**config.mk**
```make
export PLATFORM = sky130hd
export DESIGN_NAME = rr_arbiter_8
export DESIGN_NICKNAME = d
export VERILOG_FILES = /design/src/rtl/rr_arbiter_8_pkg.sv /design/src/rtl/rr_arbiter_8_onehot_dec3.sv /design/src/rtl/rr_arbiter_8.sv
export SDC_FILE = /design/constraint.sdc
export NUM_CORES = 1
export LEC_CHECK = 0
export CAP_MARGIN = 5
export CORE_MARGIN = 2
export CORE_UTILIZATION = 57
export DETAILED_ROUTE_END_ITERATION = 10
export GPL_TIMING_DRIVEN = 0
export PLACE_DENSITY_LB_ADDON = 0.1
export SYNTH_ARGS = -nofsm -noshare
export SYNTH_HDL_FRONTEND = slang
export SYNTH_SLANG_ARGS = --single-unit
```
**constraint.sdc**
```tcl
create_clock -name Clk -period 10.4 [get_ports Clk]
set_clock_uncertainty 0.2 [all_clocks]
set_input_delay 2.08 -clock Clk [delete_from_list [all_inputs] [get_ports Clk]]
set_output_delay 2.08 -clock Clk [all_outputs]
set_load 0.02 [all_outputs]
```
**src/rtl/rr_arbiter_8_pkg.sv**
```systemverilog
// Shared definitions for the 8-way round-robin arbiter.
//   NUM_REQ / IDX_W : requester count and grant index width
//   state_t         : arbiter FSM encoding (IDLE = no grant, GRANT = owned)
//   rr_pick()       : round-robin winner search starting at a pointer
package rr_arbiter_8_pkg;

  localparam int NUM_REQ = 8;
  localparam int IDX_W   = 3;

  typedef enum logic {
    IDLE  = 1'b0,
    GRANT = 1'b1
  } state_t;

  // Rotate req so that bit ptr lands at position 0, pick the lowest set bit,
  // then add ptr back (modulo 8 via the 3-bit wrap). The loop unrolls into a
  // plain priority mux over the rotated vector; there is no feedback path.
  // Caller guarantees req != 0.
  function automatic logic [IDX_W-1:0] rr_pick(input logic [NUM_REQ-1:0] req,
                                               input logic [IDX_W-1:0]   ptr);
    logic [2*NUM_REQ-1:0] dbl;
    logic [NUM_REQ-1:0]   rot;
    logic [IDX_W-1:0]     off;
    dbl = {req, req};
    rot = dbl[ptr +: NUM_REQ];
    off = '0;
    for (int i = NUM_REQ - 1; i >= 0; i--)
      if (rot[i]) off = IDX_W'(i);
    return ptr + off;
  endfunction

endpackage

```
**src/rtl/rr_arbiter_8_onehot_dec3.sv**
```systemverilog
// 3-to-8 one-hot decoder used to form the grant vector.
//   idx    : binary index
//   onehot : bit idx set, all others clear
module onehot_dec3
  import rr_arbiter_8_pkg::*;
(
  input  logic [IDX_W-1:0]   idx,
  output logic [NUM_REQ-1:0] onehot
);

  for (genvar i = 0; i < NUM_REQ; i++) begin : g_bit
    assign onehot[i] = (idx == IDX_W'(i));
  end

endmodule

```
**src/rtl/rr_arbiter_8.sv**
```systemverilog
// 8-way round-robin arbiter with hold-time limit.
//   Clk       : system clock, rising edge
//   Rst       : synchronous active-high reset
//   req       : request vector, bit i = requester i
//   done      : release strobe from the current owner (ignored when idle)
//   gnt       : registered one-hot grant, zero when idle
//   gnt_idx   : registered binary index of the owner, valid with gnt_valid
//   gnt_valid : grant active
//   timeout   : one-cycle pulse when a grant was forced off by MAX_HOLD
// Every grant is followed by one idle cycle before the next arbitration.
module rr_arbiter_8
  import rr_arbiter_8_pkg::*;
#(
  parameter int MAX_HOLD = 16
) (
  input  logic               Clk,
  input  logic               Rst,
  input  logic [NUM_REQ-1:0] req,
  input  logic               done,
  output logic [NUM_REQ-1:0] gnt,
  output logic [IDX_W-1:0]   gnt_idx,
  output logic               gnt_valid,
  output logic               timeout
);

  localparam logic [7:0] HOLD_LAST = 8'(MAX_HOLD - 1);

  state_t             state_q, state_d;
  logic [IDX_W-1:0]   ptr_q, ptr_d;
  logic [7:0]         hold_q, hold_d;
  logic [IDX_W-1:0]   idx_d;
  logic               valid_d, timeout_d;
  logic [NUM_REQ-1:0] gnt_d, dec_oh;
  logic               hold_hit, own_req;

  // Decode the next-cycle index so gnt itself can be a flop.
  onehot_dec3 u_dec (
    .idx    (idx_d),
    .onehot (dec_oh)
  );

  always_comb begin
    state_d   = state_q;
    ptr_d     = ptr_q;
    hold_d    = hold_q;
    idx_d     = gnt_idx;
    valid_d   = 1'b0;
    timeout_d = 1'b0;
    hold_hit  = 1'b0;
    own_req   = 1'b0;
    case (state_q)
      IDLE: begin
        if (|req) begin
          state_d = GRANT;
          idx_d   = rr_pick(req, ptr_q);
          hold_d  = '0;
          valid_d = 1'b1;
        end
      end
      GRANT: begin
        hold_hit = (hold_q == HOLD_LAST);
        own_req  = req[gnt_idx];
        if (done || !own_req || hold_hit) begin
          state_d   = IDLE;
          ptr_d     = gnt_idx + 3'd1;
          // Only a release forced purely by the limit counts as a timeout.
          timeout_d = hold_hit && !done && own_req;
        end else begin
          valid_d = 1'b1;
          if (hold_q != 8'hFF) hold_d = hold_q + 8'd1;
        end
      end
      default: state_d = IDLE;
    endcase
    gnt_d = valid_d ? dec_oh : '0;
  end

  always_ff @(posedge Clk) begin
    if (Rst) begin
      state_q   <= IDLE;
      ptr_q     <= '0;
      hold_q    <= '0;
      gnt       <= '0;
      gnt_idx   <= '0;
      gnt_valid <= 1'b0;
      timeout   <= 1'b0;
    end else begin
      state_q   <= state_d;
      ptr_q     <= ptr_d;
      hold_q    <= hold_d;
      gnt       <= gnt_d;
      gnt_idx   <= idx_d;
      gnt_valid <= valid_d;
      timeout   <= timeout_d;
    end
  end

endmodule

```
==> flow_summary.toml <==
[die]
start_util_pct = 58.4
die_w_um = 56.5
die-area_um2 = 3190
fp-row-count = 19
die_h_um = 56.5
ios = 24
coreArea_um2 = 2690

[clocking]
cts_tree = "built"
cts_num_sinks = 24
cts_resized = 0
cts_root_buffer = "clkbuf_4"
clk_path_buf_depth = 2
numCtsBuffers = 3
clk_latency_ps = 310
clk_pin_slew_ps = 140
cts_setup_buffers = 0
htreeDepth = 1
postCtsHoldBufs = 0

[yosys]
synth.top_cell.area_share_pct = 30.6
yosys_most_used_dff = "dfxtp_1"
synth_area_um2 = 1570
yosysSeqAreaShare_pct = 30.6
netlist_top_cells_count = "dfxtp_1 (24), nor2_1 (19), mux2i_1 (15)"
synth_fp_nets = 184
post_synth.cell_area_avg_um2 = 9.28
synth_edf_count = 0
syn_inst = 169
ys_seq_elements = 24
yosys-top-cells-area = "dfxtp_1 (31%), mux2i_1 (9.6%), mux4_2 (5.7%)"
yosysWarnings = 0
async_flop_share_pct = 0
yosys.area.top_type = "dfxtp_1"
ys_types = 47
synth.most_common_cell = "dfxtp_1"

[sta]
setup_tns_ps = 0
clock.fmax_mhz = 184
min_period_over_period_pct = 52.3
setup_violations = 0
report.final.hold_viol_count = 0
setup_ws_ps = 4960
worst_pin_slew_ps = 549
relSlewSlack_pct = 62.4
final-max-slew-violation-count = 0
min_period_ps = 5440
rsz0062_at_grt = "no"

[setup_path]
critPathMaxStageDelay_ps = 560
critPathBufInv = 1
cp-end-kind = "register"
arrival_ps = 5510
slowest_stage = "clkdlybuf4s50_1"
reg2reg_from = "ptr_q[0]"
r2r_slack_ps = 6500
cp_cell_sequence = "clkdlybuf4s50_1 -> mux4_2 -> nand2b_1 -> a31o_1 -> a31oi_1 -> nor2_1 -> nor3_1 -> ha_1 -> fa_1 -> mux2i_1 -> or3b_1 -> nor2b_1"
crit_start = "req[5]"
criticalPathCategory = "primary input to register"
crit_path_max_fanout = 9
rr_endpoint = "gnt[5]"
critPathTopFamily = "simple AND/OR/NAND/NOR gates"
cp.depth = 12
cp-endpoint = "gnt[5]"
critPathRequiredTime_ps = 10460
critPathLaunchType = "primary input"
reg2reg_depth = 13

[routing]
drtIter0Drc = 72
avgViaCountPerCell = 6.11
ant_nets = 0
firstDrtPassIters = 4
routed_wl_mm = 3.58
vias = 1388
drcViolationCount = 0
wire_per_inst_um = 15.8

[layout]
seqCellArea_um2 = 480
fill_cells = 225
nets = 212
final_cells = 227
area_growth_pct = 20.5
layout-drive-gt1-share_pct = 11.2
n_antenna_cell = 0
multi_input_area_um2 = 1040
postLayoutCellArea_um2 = 1890

[outcome]
status = "completed"

[placed_design]
routabilityCongestion = 0.862
pre_cts_slack_ps = 4600
place_hpwl_mm = 2.70
placed_area_um2 = 1840
dp.cells = 223
port_buffers = 23

[grt]
grt_pass1_vias = 1380
grt_usage_pct = 24.1
antenna_found_initial = 0
grt-ovfl-total = 0
grt_max_degree = 15
grt_pass1_wl_mm = 6.11

[worst_hold_path]
hp-class = "register to register"
whs_path_depth = 2

[power]
ir_drop_uv = 116
leakage_nw = 0.696
power.density_nw_per_um2 = 149
finalPower_uw = 282

[job]
drv_cap = 0
worst min-delay path, stage by stage (launching register included):
cell and delay (ps):
dfxtp_1 350, nand2b_1 70, a21oi_1 60
worst min path at each step:
| stage | to | slack (ps) | start |
|---|---|---|---|
| 4_1_cts | hold_q[1] | 320 | hold_q[1] |
| 3_5_place_dp | hold_q[1] | 290 | hold_q[1] |
| 6_report | hold_q[1] | 320 | hold_q[1] |
| 5_1_grt | hold_q[1] | 360 | hold_q[1] |
| 2_1_floorplan | hold_q[1] | 260 | hold_q[1] |
| 3_3_place_gp | hold_q[1] | 270 | hold_q[1] |
layout make-up:
type                       instances  share of cell area [%]
sequential                        24                    25.4
timing repair buffer              23                    12.2
buffer                             5                    1.59
clock inverter                     1                    1.59
multi-input combinational        134                    54.8
tap                               31                    2.05
clock buffer                       3                    1.19
inverter                           6                    1.19
cell usage in the layout (no fill, tap or decap), types with 2 or more instances in the layout:
cell             count
dfxtp_1             24
clkdlybuf4s50_1     23
nor2_1              19
mux2i_1             15
nor2b_1             11
a21oi_1              8
nand2_1              6
nand2b_1             6
inv_1                6
xor2_1               6
a211oi_1             5
mux4_2               4
nor4_1               4
nand4_1              4
buf_2                3
mux2_2               3
o21ai_0              3
a31oi_1              3
and3_1               3
nor3_1               3
ha_1                 3
clkbuf_4             3
nand3_1              2
and2_1               2
or3b_1               2
report_power, final:
group	switching (mW)	total [mW]	internal, mW	leakage [nW]
logic	0.0571	0.108	0.0510	0.472
clock network	0.0279	0.0669	0.0389	0.0279
registers	0.00773	0.107	0.0997	0.195
total	0.0927	0.282	0.190	0.696
metal layers:
| layer | track usage (%) | routed length [µm] |
|---|---|---|
| met4 | 10.5 | 47 |
| met5 | 0 | 0 |
| met1 | 29.1 | 1540 |
| met2 | 42.4 | 1860 |
| met3 | 3.00 | 129 |
registers in the layout, summed over array words and instances, names as in the netlist:
name / count
ptr_q: 3
hold_q: 8
gnt_idx: 3
gnt: 8
state_q: 1
timeout: 1
logic make-up (layout without fill, tap and decap cells):
logic type               Yosys count  after routing  synth area share, %
AND/OR/NAND/NOR                   65             65                 22.2
flip-flops                        24             24                 30.6
XOR/XNOR                           6              6                 3.35
buffers and inverters             11             38                 3.35
adder cells (fa/ha/maj)            4              4                 3.67
AO/OA/AOI/OAI                     36             36                 18.3
multiplexers                      23             23                 18.4
metrics by stage:
step / hold slack, ps / utilization (%)
finish: 316 / 70.4
global route: 359 / 70.4
CTS: 322 / 70.4
detailed placement: 287 / 68.4
global placement: 268 / 68.4
floorplan: 258 / -
No activity file was read; power rests on OpenSTA's default activity.
